## src/rtl/display_pkg.sv

```systemverilog
// display_pkg: shared definitions for the resultado_display slice.
//   - FSM state encoding for the BCD conversion sequencer
//   - digit-slot indices used by the multiplexed scan
//   - active-low segment patterns for blank and minus
//   - conversion length and the shift-add-3 nibble adjust helper
package display_pkg;

    typedef enum logic [1:0] {
        ST_IDLE   = 2'd0,
        ST_CONV   = 2'd1,
        ST_UPDATE = 2'd2
    } state_e;

    localparam logic [1:0] DIG_UNITS = 2'd0;
    localparam logic [1:0] DIG_TENS  = 2'd1;
    localparam logic [1:0] DIG_SIGN  = 2'd2;

    localparam logic [6:0] SEG_BLANK = 7'h7F;
    localparam logic [6:0] SEG_MINUS = 7'b0111111;

    localparam int unsigned CONV_BITS = 5;
    localparam logic [2:0]  LAST_BIT  = 3'(CONV_BITS - 1);

    // Double-dabble correction applied to a BCD nibble before each shift.
    function automatic logic [3:0] bcd_adjust(input logic [3:0] n);
        return (n >= 4'd5) ? (n + 4'd3) : n;
    endfunction

endpackage

```

## src/rtl/seg7_decoder.sv

```systemverilog
// seg7_decoder: combinational 4-bit value to 7-segment lookup.
//   val_i [3:0]  digit value; 0..9 decoded, anything else blank
//   seg_o [6:0]  segments {g,f,e,d,c,b,a}, active-low
module seg7_decoder
    import display_pkg::*;
(
    input  logic [3:0] val_i,
    output logic [6:0] seg_o
);

    always_comb begin
        seg_o = SEG_BLANK;
        case (val_i)
            4'd0:    seg_o = 7'b1000000;
            4'd1:    seg_o = 7'b1111001;
            4'd2:    seg_o = 7'b0100100;
            4'd3:    seg_o = 7'b0110000;
            4'd4:    seg_o = 7'b0011001;
            4'd5:    seg_o = 7'b0010010;
            4'd6:    seg_o = 7'b0000010;
            4'd7:    seg_o = 7'b1111000;
            4'd8:    seg_o = 7'b0000000;
            4'd9:    seg_o = 7'b0010000;
            default: seg_o = SEG_BLANK;
        endcase
    end

endmodule

```

## src/rtl/resultado_display.sv

```systemverilog
// resultado_display: receives the ALU sign-magnitude result, converts the
// 5-bit magnitude to BCD with a shift-add-3 sequencer (one bit per cycle),
// and drives a 3-digit multiplexed 7-segment display (sign, tens, units).
//   clk          system clock, rising edge
//   rst_n        synchronous reset, active-low
//   load         one-cycle strobe sampling s_in/mag_in (ignored while busy)
//   s_in         result sign, 1 = negative
//   mag_in [4:0] result magnitude 0..31
//   busy         conversion in progress
//   done         one-cycle pulse when the display registers take a new value
//   seg [6:0]    segments {g,f,e,d,c,b,a}, active-low
//   an  [2:0]    digit enables {sign,tens,units}, active-low
// Build option: define LEADING_ZERO_BLANK_EN to blank the tens digit when it
// is zero; otherwise a leading '0' is shown.
module resultado_display
    import display_pkg::*;
#(
    parameter logic [15:0] REFRESH_DIV = 16'd50000
) (
    input  logic       clk,
    input  logic       rst_n,
    input  logic       load,
    input  logic       s_in,
    input  logic [4:0] mag_in,
    output logic       busy,
    output logic       done,
    output logic [6:0] seg,
    output logic [2:0] an
);

    state_e     state_q;
    logic [4:0] mag_q;
    logic       sign_q;
    logic [7:0] bcd_q;
    logic [7:0] bcd_adj;
    logic [2:0] bitcnt_q;
    logic       busy_q;
    logic       done_q;

    logic       disp_sign_q;
    logic [3:0] disp_tens_q;
    logic [3:0] disp_units_q;

    logic [15:0] refresh_q;
    logic [1:0]  dig_q;
    logic [1:0]  dig_d;
    logic [6:0]  seg_q;
    logic [6:0]  seg_d;
    logic [2:0]  an_q;
    logic [2:0]  an_d;
    logic [3:0]  nibble;
    logic [6:0]  dec_seg;

    assign bcd_adj = {bcd_adjust(bcd_q[7:4]), bcd_adjust(bcd_q[3:0])};

    // Conversion sequencer. The negative-zero check is folded into the
    // latched sign so the display path never sees a "-0".
    always_ff @(posedge clk) begin
        if (!rst_n) begin
            state_q      <= ST_IDLE;
            mag_q        <= '0;
            sign_q       <= 1'b0;
            bcd_q        <= '0;
            bitcnt_q     <= '0;
            busy_q       <= 1'b0;
            done_q       <= 1'b0;
            disp_sign_q  <= 1'b0;
            disp_tens_q  <= '0;
            disp_units_q <= '0;
        end else begin
            done_q <= 1'b0;
            case (state_q)
                ST_IDLE: begin
                    if (load) begin
                        mag_q    <= mag_in;
                        sign_q   <= s_in & (|mag_in);
                        bcd_q    <= '0;
                        bitcnt_q <= '0;
                        busy_q   <= 1'b1;
                        state_q  <= ST_CONV;
                    end
                end
                ST_CONV: begin
                    {bcd_q, mag_q} <= {bcd_adj, mag_q} << 1;
                    if (bitcnt_q == LAST_BIT) begin
                        state_q <= ST_UPDATE;
                    end else begin
                        bitcnt_q <= bitcnt_q + 3'd1;
                    end
                end
                ST_UPDATE: begin
                    disp_sign_q  <= sign_q;
                    disp_tens_q  <= bcd_q[7:4];
                    disp_units_q <= bcd_q[3:0];
                    done_q       <= 1'b1;
                    busy_q       <= 1'b0;
                    state_q      <= ST_IDLE;
                end
                default: state_q <= ST_IDLE;
            endcase
        end
    end

    assign nibble = (dig_q == DIG_TENS) ? disp_tens_q : disp_units_q;

    seg7_decoder u_dec (
        .val_i (nibble),
        .seg_o (dec_seg)
    );

    always_comb begin
        seg_d = dec_seg;
        an_d  = 3'b110;
        dig_d = DIG_TENS;
        case (dig_q)
            DIG_TENS: begin
                an_d  = 3'b101;
                dig_d = DIG_SIGN;
`ifdef LEADING_ZERO_BLANK_EN
                if (disp_tens_q == 4'd0) seg_d = SEG_BLANK;
`endif
            end
            DIG_SIGN: begin
                an_d  = 3'b011;
                dig_d = DIG_UNITS;
                seg_d = disp_sign_q ? SEG_MINUS : SEG_BLANK;
            end
            default: begin
                an_d  = 3'b110;
                dig_d = DIG_TENS;
            end
        endcase
    end

    // Free-running scan; an and seg are registered together so a digit
    // never shows its neighbour's pattern.
    always_ff @(posedge clk) begin
        if (!rst_n) begin
            refresh_q <= '0;
            dig_q     <= DIG_UNITS;
            seg_q     <= SEG_BLANK;
            an_q      <= 3'b111;
        end else begin
            if (refresh_q == REFRESH_DIV - 16'd1) begin
                refresh_q <= '0;
                dig_q     <= dig_d;
            end else begin
                refresh_q <= refresh_q + 16'd1;
            end
            seg_q <= seg_d;
            an_q  <= an_d;
        end
    end

    assign busy = busy_q;
    assign done = done_q;
    assign seg  = seg_q;
    assign an   = an_q;

endmodule

```

## config.mk

```make
export PLATFORM = sky130hd
export DESIGN_NAME = resultado_display
export DESIGN_NICKNAME = d
export VERILOG_FILES = /design/src/rtl/display_pkg.sv /design/src/rtl/seg7_decoder.sv /design/src/rtl/resultado_display.sv
export SDC_FILE = /design/constraint.sdc
export NUM_CORES = 1
export LEC_CHECK = 0
export ABC_AREA = 0
export BUFFER_PORTS_ARGS = -buffer_cell sky130_fd_sc_hd__buf_2
export CAP_MARGIN = 10
export CELL_PAD_IN_SITES_DETAIL_PLACEMENT = 0
export CELL_PAD_IN_SITES_GLOBAL_PLACEMENT = 1
export CORE_ASPECT_RATIO = 0.8
export CORE_MARGIN = 2
export CORE_UTILIZATION = 45
export CTS_CLUSTER_SIZE = 24
export DETAILED_ROUTE_END_ITERATION = 16
export MAX_ROUTING_LAYER = met4
export PLACE_DENSITY = 0.77
export SLEW_MARGIN = 20
export SYNTH_ARGS = -nofsm -noshare
export SYNTH_HDL_FRONTEND = slang
export SYNTH_SLANG_ARGS = --single-unit
```

## constraint.sdc

```tcl
create_clock -name clk -period 2.4 [get_ports clk]
set_clock_uncertainty 0.05 [all_clocks]
set_input_delay 0 -clock clk [delete_from_list [all_inputs] [get_ports clk]]
set_output_delay 0 -clock clk [all_outputs]
set_load 0.005 [all_outputs]
```

==> results.py <==
metrics = {
    "pwr": {
        "power_frac_seq_pct": 47.7,
        "p_int_mw": 1.67,
        "power.clock.fraction_pct": 46.9,
        "powerDensity_nw_per_um2": 690,
        "sw_frac_of_total_pct": 20.5,
        "power_switching_mw": 0.432,
        "power_frac_comb_pct": 5.4,
        "peakVddDrop_uv": 299,
        "power.total_mw": 2.10,
        "p_leak_nw": 1.11,
    },
    "drt": {
        "dr.pass1.iters": 4,
        "antenna_left": 0,
        "dr.first_iter.drc_count": 74,
        "vias_per_cell": 4.99,
        "via_count": 2046,
        "wl_per_cell_microns": 12.5,
        "drc": 0,
        "totalWireLength_microns": 5130,
    },
    "yosys": {
        "synthCells": 295,
        "netlist_area_sq_um": 2590,
        "netlist_top_cells_area": "dfxtp_1, nor2_1, xnor2_1, ha_1, nand2_1",
        "yosysUniqueCellTypes": 43,
        "ys_top_cells_by_count": "dfxtp_1, nor2_1, nand2_1, a21oi_1, xnor2_1",
        "synth_edf_count": 0,
        "synth_compound_area_share_pct": 12.3,
        "synth_xor_area_share_pct": 6.10,
        "syn_nets": 315,
        "synth_most_common_cell": "dfxtp_1",
        "async_flop_share_pct": 0,
        "yosysTopAreaCellShare_pct": 44.9,
        "synth-seq-cells": 58,
        "yosysTopAreaCell": "dfxtp_1",
        "yosysWarnings": 0,
        "yosys.area_share.simple_pct": 22.5,
        "synth.mux.area_fraction_pct": 4.11,
        "synth_top_family_by_area": "simple AND/OR/NAND/NOR gates",
        "yosysSeqAreaShare_pct": 44.9,
        "synth-main-ff-cell": "dfxtp_1",
        "postSynthAreaPerCell_sq_um": 8.77,
        "yosys.area_share.adder_pct": 5.32,
    },
    "place": {
        "hpwl_microns": 3590,
        "place.port_buffers": 20,
        "gp_congestion": 0.804,
    },
    "sta": {
        "fmax_mhz": 500,
        "setup_viol": 0,
        "hold_viol": 0,
        "worstMarginPinSlew_ps": 634,
        "relSlewSlack_pct": 57.3,
        "fin_setup_tns_ps": 0,
        "period_minus_slack_ps": 2000,
        "timing.final.crit_share_pct": 83.3,
        "rsz0062_at_grt": "false",
        "slew_violations": 0,
    },
    "global_routing": {
        "grtUsageMet3_pct": 7.26,
        "grt_util_met2_pct": 26.5,
        "use_met1_pct": 24.7,
        "gr-max-usage-layer": "met2",
        "grt_max_degree": 26,
        "grt_pass1_wl_microns": 8830,
        "globalRouteTotalUtil_pct": 18.7,
        "antenna_found_initial": 0,
        "overflow": 0,
        "grt_pass1_vias": 1922,
    },
    "floorplanning": {
        "start_util_pct": 47.1,
        "fp.dieH_microns": 71.8,
        "ios": 21,
        "core_sq_um": 5500,
        "dieArea_sq_um": 6370,
        "rows": 24,
        "die_w_microns": 88.8,
    },
    "critical_path": {
        "cp_max_fo": 15,
        "start_kind": "flop",
        "critPathCaptureType": "flop",
        "rr_endpoint": "refresh_q[6]$_SDFF_PP0_",
        "r2r_setup_slack_ps": 400,
        "required_ps": 2570,
        "reg2reg_depth": 4,
        "path_cells": "or4bb_1, or4_1, nand2_8, nor2_1",
        "critical_path.max_stage_delay_ps": 690,
        "slowest_stage": "or4_1",
        "cp_data_arrival_time_ps": 2160,
        "r2r_start": "refresh_q[14]$_SDFF_PP0_",
        "path_delay_family": "simple AND/OR/NAND/NOR gates",
        "cp_num_buf_inv": 0,
        "critPathKind": "flop to flop",
    },
    "clock_network": {
        "clk_path_buf_depth": 2,
        "clock-sinks": 58,
        "h-tree-depth": 3,
        "cts_tree": "built",
        "clkLatencyLatePin_ps": 330,
        "clkTransAtPathRegs_ps": 60,
        "cts_setup_buffers": 0,
        "clock-root-buffer": "clkbuf_8",
        "cts_buffers": 9,
    },
    "status": {
        "status": "finished, final reports clean",
    },
    "worst_hold_path": {
        "holdPathEnd": "sign_q$_SDFFE_PN0P_",
        "worst_hold_path_type": "input pin to flop",
        "min_path_cells": 4,
        "worstHoldStart": "s_in",
    },
    "layout": {
        "fillers": 547,
        "drive_gt1_share_pct": 15.1,
        "antenna_cells": 0,
        "areaGrowthSynthToFinish_pct": 17.9,
        "fin_nets": 348,
        "postLayoutCoreUtil_pct": 55.5,
    },
    "job": {
        "maxCapViolCount": 0,
    },
}
[power groups by stage]
stage,Sequential [mW],Combinational (mW),Clock [mW]
final,1.00,0.114,0.987
after global routing,1.01,0.130,1.05
after CTS,1.00,0.115,1.02
after detailed placement,1.03,0.107,0
after global placement,1.02,0.106,0
after floorplan,1.02,0.0738,0
[worst max path at each step]
stage / cells after the start / startpoint / slack (ps) / to
after floorplan: 6 / refresh_q[7]$_SDFF_PP0_ / 530 / refresh_q[15]$_SDFF_PP0_
after CTS: 4 / refresh_q[14]$_SDFF_PP0_ / 390 / refresh_q[10]$_SDFF_PP0_
after detailed placement: 4 / refresh_q[14]$_SDFF_PP0_ / 410 / dig_q[0]$_SDFFE_PN0N_
final: 4 / refresh_q[14]$_SDFF_PP0_ / 400 / refresh_q[6]$_SDFF_PP0_
after global routing: 4 / refresh_q[14]$_SDFF_PP0_ / 310 / dig_q[1]$_SDFFE_PN0N_
after global placement: 4 / refresh_q[14]$_SDFF_PP0_ / 440 / dig_q[0]$_SDFFE_PN0N_
[area by class of cell]
type                            count  area (sq um)  share of cell area [%]
Clock buffer                       13           159                    5.21
Sequential cell                    58          1160                    38.1
Inverter                           15          56.3                    1.85
Clock inverter                      2          60.1                    1.97
Timing Repair Buffer               33           213                    6.98
Multi-Input combinational cell    211          1300                    42.7
Tap cell                           78          97.6                    3.20
[kinds of logic after synthesis]
kind of cell | after synthesis
compound gates | 50
xor+xnor | 18
fa+ha+maj | 11
buf+inv | 26
flops | 58
mux | 10
simple gates | 122
[per-stage QoR]
step	instances	setup WS [ps]	hold slack [ps]	area [sq um]
after floorplan	295	531	90.3	2590
after global placement	389	444	242	2770
after detailed placement	389	411	245	2770
after CTS	410	390	9.35	3050
after global routing	410	315	39.2	3050
final	410	402	32.7	3050
[flip-flops by register name, summed over array words and instances (netlist names), 2 cells and up]
register,flops
bcd_q,8
bitcnt_q,3
state_q,2
mag_q,5
dig_q,2
disp_units_q,4
disp_tens_q,4
an,3
refresh_q,16
seg,7
[metal layers]
layer  vias up  wire length, microns
li1       1080                     -
met1       925                  2690
met2        35                  2130
met3         6                   243
met4         0                    64
met5         -                     0
[placed cells by master (no fill, tap or decap), types with 4 or more instances in the layout]
cell type      count
o21ai_0            9
inv_1             14
buf_2             20
clkbuf_8          11
nand3_1            9
nor2_1            42
a21oi_1           19
nor3_1             8
nand2b_1           4
dlygate4sd3_1      6
ha_1              11
buf_4              7
dfxtp_1           58
mux2i_1            5
nand4_1            4
nand2_1           36
xnor2_1           16
mux2_2             5
[worst register-to-register path, cell delays in order, from the launching register on]
cell and delay [ps]:
dfxtp_1 350, or4bb_1 510, or4_1 690, nand2_8 200
nor2_1 80
[what timing repair did]
item / CTS / global route
hold buffers: 6 / 0
gates resized for setup: 0 / 0
endpoints found under the hold margin: 8 / 0
No activity file was read; power rests on OpenSTA's default activity.
